===== config.mk =====
export PLATFORM = sky130hd
export DESIGN_NAME = jk_bank_arbiter
export DESIGN_NICKNAME = d
export VERILOG_FILES = /design/src/rtl/jk_pkg.sv /design/src/rtl/jk_bank.sv /design/src/rtl/jk_bank_arbiter.sv
export SDC_FILE = /design/constraint.sdc
export NUM_CORES = 1
export LEC_CHECK = 0
export CORE_UTILIZATION = 45
export CTS_CLUSTER_SIZE = 25
export DETAILED_ROUTE_END_ITERATION = 8
export PLACE_DENSITY = 0.95
export SYNTH_ARGS = -nofsm -noshare
export SYNTH_HDL_FRONTEND = slang
export SYNTH_SLANG_ARGS = --single-unit
export TNS_END_PERCENT = 5

===== constraint.sdc =====
create_clock -name clk -period 5.05 [get_ports clk]
set_input_delay 0.505 -clock clk [delete_from_list [all_inputs] [get_ports clk]]
set_output_delay 0.505 -clock clk [all_outputs]
set_load 0.05 [all_outputs]

===== src/rtl/jk_pkg.sv =====
// Shared definitions for the JK bank arbiter: {J,K} command encodings,
// FSM state type and the single-bit JK next-state function.
package jk_pkg;

  localparam logic [1:0] CMD_HOLD = 2'b00;
  localparam logic [1:0] CMD_CLR  = 2'b01;
  localparam logic [1:0] CMD_SET  = 2'b10;
  localparam logic [1:0] CMD_TGL  = 2'b11;

  typedef enum logic {IDLE, APPLY} arbState_e;

  function automatic logic jkNext(input logic q, input logic j, input logic k);
    logic n;
    case ({j, k})
      CMD_HOLD: n = q;
      CMD_CLR:  n = 1'b0;
      CMD_SET:  n = 1'b1;
      CMD_TGL:  n = ~q;
      default:  n = q;
    endcase
    return n;
  endfunction

endpackage


===== src/rtl/jk_bank.sv =====
// WIDTH-wide registered JK vector; clr wins over en and empties the bank.
module jk_bank
  import jk_pkg::*;
#(
  parameter int WIDTH = 8
) (
  input  logic             clk,
  input  logic             rst,
  input  logic             en,
  input  logic             clr,
  input  logic [WIDTH-1:0] j,
  input  logic [WIDTH-1:0] k,
  output logic [WIDTH-1:0] q
);

  logic [WIDTH-1:0] bank_q;
  logic [WIDTH-1:0] bank_d;

  always_comb begin
    bank_d = bank_q;
    for (int b = 0; b < WIDTH; b++) begin
      bank_d[b] = jkNext(bank_q[b], j[b], k[b]);
    end
  end

  always_ff @(posedge clk or negedge rst) begin
    if (!rst) begin
      bank_q <= '0;
    end else if (clr) begin
      bank_q <= '0;
    end else if (en) begin
      bank_q <= bank_d;
    end
  end

  assign q = bank_q;

endmodule


===== src/rtl/jk_bank_arbiter.sv =====
// Round-robin arbiter that latches one requester's J/K command per
// arbitration and applies it to the shared JK bank in the following cycle.
module jk_bank_arbiter
  import jk_pkg::*;
#(
  parameter int NREQ  = 4,
  parameter int WIDTH = 8
) (
  input  logic                  clk,
  input  logic                  rst,
  input  logic [NREQ-1:0]       req,
  input  logic [NREQ*WIDTH-1:0] cmd_j,
  input  logic [NREQ*WIDTH-1:0] cmd_k,
  input  logic                  clr,
  output logic [NREQ-1:0]       gnt,
  output logic                  done,
  output logic                  busy,
  output logic [WIDTH-1:0]      q
);

  localparam int PW = (NREQ > 1) ? $clog2(NREQ) : 1;

  arbState_e        state_q;
  logic [PW-1:0]    ptr_q;
  logic [NREQ-1:0]  gnt_q;
  logic             done_q;
  logic [WIDTH-1:0] jCmd_q;
  logic [WIDTH-1:0] kCmd_q;

  logic [PW-1:0]    win_d;
  logic [PW-1:0]    ptr_d;
  logic [WIDTH-1:0] jSel_d;
  logic [WIDTH-1:0] kSel_d;

  // Search ptr, ptr+1, ... with explicit wrap so non-power-of-two NREQ works.
  function automatic logic [PW-1:0] rrPick(input logic [NREQ-1:0] r, input logic [PW-1:0] p);
    logic [PW-1:0] w;
    logic          hit;
    int            idx;
    w   = p;
    hit = 1'b0;
    for (int i = 0; i < NREQ; i++) begin
      idx = int'(p) + i;
      if (idx >= NREQ) idx = idx - NREQ;
      if (!hit && r[idx[PW-1:0]]) begin
        w   = idx[PW-1:0];
        hit = 1'b1;
      end
    end
    return w;
  endfunction

  always_comb begin
    win_d  = rrPick(req, ptr_q);
    ptr_d  = (win_d == PW'(NREQ - 1)) ? '0 : win_d + 1'b1;
    jSel_d = '0;
    kSel_d = '0;
    for (int i = 0; i < NREQ; i++) begin
      if (win_d == PW'(i)) begin
        jSel_d = cmd_j[i*WIDTH +: WIDTH];
        kSel_d = cmd_k[i*WIDTH +: WIDTH];
      end
    end
  end

  always_ff @(posedge clk or negedge rst) begin
    if (!rst) begin
      state_q <= IDLE;
      ptr_q   <= '0;
      gnt_q   <= '0;
      done_q  <= 1'b0;
      jCmd_q  <= '0;
      kCmd_q  <= '0;
    end else if (clr) begin
      state_q <= IDLE;
      gnt_q   <= '0;
      done_q  <= 1'b0;
      jCmd_q  <= '0;
      kCmd_q  <= '0;
    end else begin
      case (state_q)
        IDLE: begin
          done_q <= 1'b0;
          if (|req) begin
            jCmd_q  <= jSel_d;
            kCmd_q  <= kSel_d;
            gnt_q   <= {{(NREQ-1){1'b0}}, 1'b1} << win_d;
            ptr_q   <= ptr_d;
            state_q <= APPLY;
          end
        end
        APPLY: begin
          gnt_q   <= '0;
          done_q  <= 1'b1;
          state_q <= IDLE;
        end
        default: state_q <= IDLE;
      endcase
    end
  end

  jk_bank #(.WIDTH(WIDTH)) uBank (
    .clk (clk),
    .rst (rst),
    .en  (state_q == APPLY),
    .clr (clr),
    .j   (jCmd_q),
    .k   (kCmd_q),
    .q   (q)
  );

  assign gnt  = gnt_q;
  assign done = done_q;
  assign busy = (state_q == APPLY);

endmodule


# Word-level counts from Yosys, hierarchy flattened
# Cells that the tools add are included.
# word_totals
output_inout_bits,14
inputBits,71
reg_bits,32
# classes
n_mux,52
n_addsub,8
n_reduce_logical,28
n_shift,1
bitwise_logic,10
n_eq_ne,37
n_lt_le_gt_ge,8
# op_table
op,n
2-to-1 mux 8 bit,16
== test 2 bit (second input constant),18
case mux 1 bit (3 select lines),8
== test 2 x 1 -> 1 bit (second input constant),9
zero test 2 bit,9
2-to-1 mux 2 bit,9
inequality test 2 bit (second input constant),9
AND reduction 2 bit,9
less-than comparator 2 x 3 -> 1 bit (second input constant),4
2-to-1 mux 1 bit,10
NOT 1 bit,10
greater-or-equal comparator 3 bit (second input constant),3
binary-select mux 1 bit (select 2 bit),4
2-to-1 mux 4 bit,2
case mux 4 bit (2 select lines),1
subtractor 2 x 1 -> 2 bit (second input constant),4
adder 2 x 2 -> 3 bit (second input constant),2
case mux 1 bit (2 select lines),2
nonzero test 2 bit,2
OR reduction 4 bit,1
<< shifter 1 x 2 -> 4 bit (first input constant),1
adder 2 x 1 -> 3 bit (second input constant),1
greater-or-equal comparator 2 x 3 -> 1 bit (second input constant),1
logical AND 1 bit,3
4 further kinds,6

# Longest topological paths before layout
# logic_depth
word_depth,22
mapped_depth,11

# Modules after synthesis
# From an unflattened synthesis, not the netlist that was laid out.
# hier_totals
cells_unflattened,162
area_unflattened_um2,1890.6
# by_module_without_submodules
mod,cells_per_inst,area_each_um2,seq_area_each_um2,instances
jk_bank_arbiter,127,1483.9,600.6,1
jk_bank,35,406.6,200.2,1

# Worst setup path after synthesis
# OpenSTA, ideal clock, no wires.
# synth_timing
kind,input port to flip-flop
startpoint,input port req[0]
endpoint,register jCmd_q[1]
setup_slack_ns,2.725
t_arrival_ns,2.247
required_ns,4.972
cell_stages,10
n_path_buf,2
path_cell_list,nor2b_1 a21oi_1 o221ai_1 inv_1 ha_1 clkbuf_1 nor3b_1 clkbuf_1 a21oi_1 o2bb2ai_1
# synth_via
elab_chain_cells,20
# synth_lines
item,line,text
from (decl),jk_bank_arbiter.sv:11,"input logic [NREQ-1:0] req,"
binary-select mux 1 bit (select 2 bit),jk_bank_arbiter.sv:45,if (!hit && r[idx[PW-1:0]]) begin
2-to-1 mux 1 bit (not written as such),jk_bank_arbiter.sv:45,
2-to-1 mux 1 bit,jk_bank_arbiter.sv:45,
zero test 1 bit,jk_bank_arbiter.sv:45,
logical AND 1 bit,jk_bank_arbiter.sv:45,
2-to-1 mux 1 bit,jk_bank_arbiter.sv:45,
zero test 1 bit,jk_bank_arbiter.sv:45,
logical AND 1 bit,jk_bank_arbiter.sv:45,
2-to-1 mux 1 bit,jk_bank_arbiter.sv:45,
zero test 1 bit,jk_bank_arbiter.sv:45,
logical AND 1 bit,jk_bank_arbiter.sv:45,
2-to-1 mux 2 bit,jk_bank_arbiter.sv:45,
zero test 2 bit,jk_bank_arbiter.sv:59,if (win_d == PW'(i)) begin
2-to-1 mux 8 bit (4 in series),jk_bank_arbiter.sv:59,
2-to-1 mux 8 bit,jk_bank_arbiter.sv:84,if (|req) begin
2-to-1 mux 8 bit,jk_bank_arbiter.sv:81,case (state_q)
2-to-1 mux 8 bit,jk_bank_arbiter.sv:74,end else if (clr) begin
to (signal assigned),jk_bank_arbiter.sv:85,jCmd_q <= jSel_d;
to (decl),jk_bank_arbiter.sv:27,logic [WIDTH-1:0] jCmd_q;
# Parallel ways exist; a longest one is shown, timed or not. The select of a mux whose other input is x is not followed.
# A chain may end at the register's enable or synchronous reset.

# Worst setup path after layout
# layout_timing
startpoint,input port req[0]
endpoint,register jCmd_q[5]
# The elaborated chain is that of the path after synthesis.

==> flow_summary.toml <==
[outcome]
outcome = "finished, final reports clean"

[grt]
grt_overflow = 0
track_usage = 0.301
grt_pass1_wl_um = 9600
grt_max_degree = 33
grt_pass1_vias = 2072
grt_antenna_before_repair = 0

[clocking]
cts.sinks = 32
clkLatencyLatePin_ns = 0.30
cts_resized = 0
numCtsBuffers = 5
ctsHoldBuffers = 0
cts_setup_buffers = 0
path_clk_slew_ns = 0.08
cts_max_level = 2
cts-root-buf = "clkbuf_8"
max-clock-path-buffers = 2
cts_tree = "yes"

[route]
met3_length_um = 496
top_layer = "met4"
drt-wirelength-per-cell_um = 17.3
wl_um = 6080
vias_per_cell = 5.87
drt-initial-drc-count = 216
antenna_left = 0
firstDrtPassIters = 4
vias = 2060
drt-met1-wl_um = 2330
drc = 0
dr_wl_met2_um = 3110

[final_layout]
area_growth_pct = 51.7
final-seq-area_um2 = 801
antenna_cells = 0
fin_nets = 377
multi_input_area_um2 = 965
fillers = 295
drive_above_1_share = 0.0495
layout_common_cells = "clkdlybuf4s50_1, a21oi_1, nand2_1, dfrtp_1, o21ai_0"
layout_commonest_cell = "clkdlybuf4s50_1"

[power_and_ir_drop]
vdd.ir_drop.worst_uv = 214
leakagePower_nw = 1.13
power_density_nw_per_um2 = 408

[floorplan]
dieWidth_um = 66.1
io_pins = 85
initial_core_util = 0.486
core-area_um2 = 3800
die_area_um2 = 4370
rows = 22
die_y_um = 66.1

[synth]
synthCells = 223
synth-seq-area-share = 0.433
netlist_area_um2 = 1850
syn-num-nets = 298
syn_area_per_cell_um2 = 8.29
ys_types = 24
yosysWarnings = 0
synth-seq-cells = 32

[timing]
max_slew_margin = 0.233
timing.final.hold_violations = 0
tightest_slew_ns = 1.14
rsz0062_at_grt = "false"
finalCritPeriodShare = 0.589
fin_skew_ns = 0.0139
hold_ws_ns = 0.492
finalSetupViolCount = 0
slew_violations = 0
fin_crit_ns = 2.97
tns_ns = 0
setup_ws_ns = 2.08
fmax_mhz = 336

[place]
gp_congestion = 0.855
dp_slack_ns = 1.84
dp_hpwl_um = 4290
port_buffers = 84

[critical_path]
slowest_stage = "ha_1"
cpMostUsedCell = "a21oi_1"
crit_arrival_ns = 3.16
path_class = "input port to register"
crit_required_ns = 5.23
cp_cell_sequence = "clkdlybuf4s50_1 > nor2b_1 > a21oi_1 > o221ai_1 > ha_1 > nor3b_1 > buf_4 > a21oi_1 > o2bb2ai_1"
critical_path.max_fanout = 28
cp-end-kind = "register"
r2r_slack_ns = 2.54
slowest_delay_ns = 0.79
startpoint_type = "input port"

[run]
cap_violations = 0

[hold_path]
hp-class = "register to register"
path summary, 6_finish.rpt:
check                                       from  cells after the start                      to
max                                       req[0]                      9   jCmd_q[5]$_DFFE_PN0P_
min                        jCmd_q[3]$_DFFE_PN0P_                      1   jCmd_q[3]$_DFFE_PN0P_
max reg2reg                 ptr_q[1]$_DFFE_PN0P_                      8   jCmd_q[5]$_DFFE_PN0P_
min reg2reg                jCmd_q[3]$_DFFE_PN0P_                      1   jCmd_q[3]$_DFFE_PN0P_
max in group asynchronous                    rst                      2  uBank.q[2]$_DFFE_PN0P_
min in group asynchronous                    rst                      2      gnt[3]$_DFFE_PN0P_
layout make-up:
cell class,count,area share
repair buffers,86,0.305
clock inverters,2,0.0125
clock buffers,6,0.0259
multi-input cells,173,0.344
flip-flops and latches,32,0.286
inverters,4,0.00535
well taps,48,0.0214
cell usage after synthesis, drive strengths merged:
cell type,instances,area [µm²]
mux2i,3,30.0
nor2,24,100
nor3,5,30.0
o22a,1,8.76
o221ai,5,43.8
nor2b,4,25.0
a21oi,42,210
dfrtp,32,801
ha,4,50.1
buf,2,22.5
o21ai,26,130
o2bb2ai,16,140
mux2,1,15.0
nor4,1,21.3
o22ai,1,6.26
nor3b,1,7.51
nand2,39,146
inv,4,15.0
clkbuf,12,45.0
critical path: cells and delay by family:
family	cells	cell delay (ns)
buffers and inverters	2	0.82
adders and majority gates	1	0.79
AOI/OAI and AO/OA	4	0.68
and+or+nand+nor	2	0.35
sequential cells by signal, summed over array words and instances (netlist names):
signal and count:
done 1, gnt 4, busy 1, jCmd_q 8, uBank.q 8, ptr_q 2, kCmd_q 8
per-layer routing:
| layer | up-vias | GRT usage |
|---|---|---|
| li1 | 946 | - |
| met1 | 973 | 0.362 |
| met2 | 125 | 0.519 |
| met3 | 16 | 0.0707 |
| met4 | 0 | 0.109 |
| met5 | - | 0 |
kinds of logic (layout without fill, tap and decap cells):
| kind of cell | Yosys count | in the layout | share of synthesized area |
|---|---|---|---|
| mux | 4 | 4 | 0.0244 |
| compound gates | 91 | 91 | 0.292 |
| fa+ha+maj | 4 | 4 | 0.0271 |
| simple gates | 74 | 74 | 0.179 |
| flops | 32 | 32 | 0.433 |
| buf+inv | 18 | 98 | 0.0447 |
where the power goes:
part           internal (mW)  switching (mW)  leakage (nW)
clock                  0.146          0.0990        0.0552
combinational          0.209           0.324         0.644
sequential             0.318          0.0491         0.428
through the flow:
step	util	std cells	power [mW]	cell area (µm²)
floorplan	-	223	0.703	1850
global placement	0.710	343	0.859	2700
detailed placement	0.710	343	0.888	2700
CTS	0.738	351	1.14	2800
global route	0.738	351	1.22	2800
finish	0.738	351	1.14	2800
No activity file was read; power rests on OpenSTA's default activity.
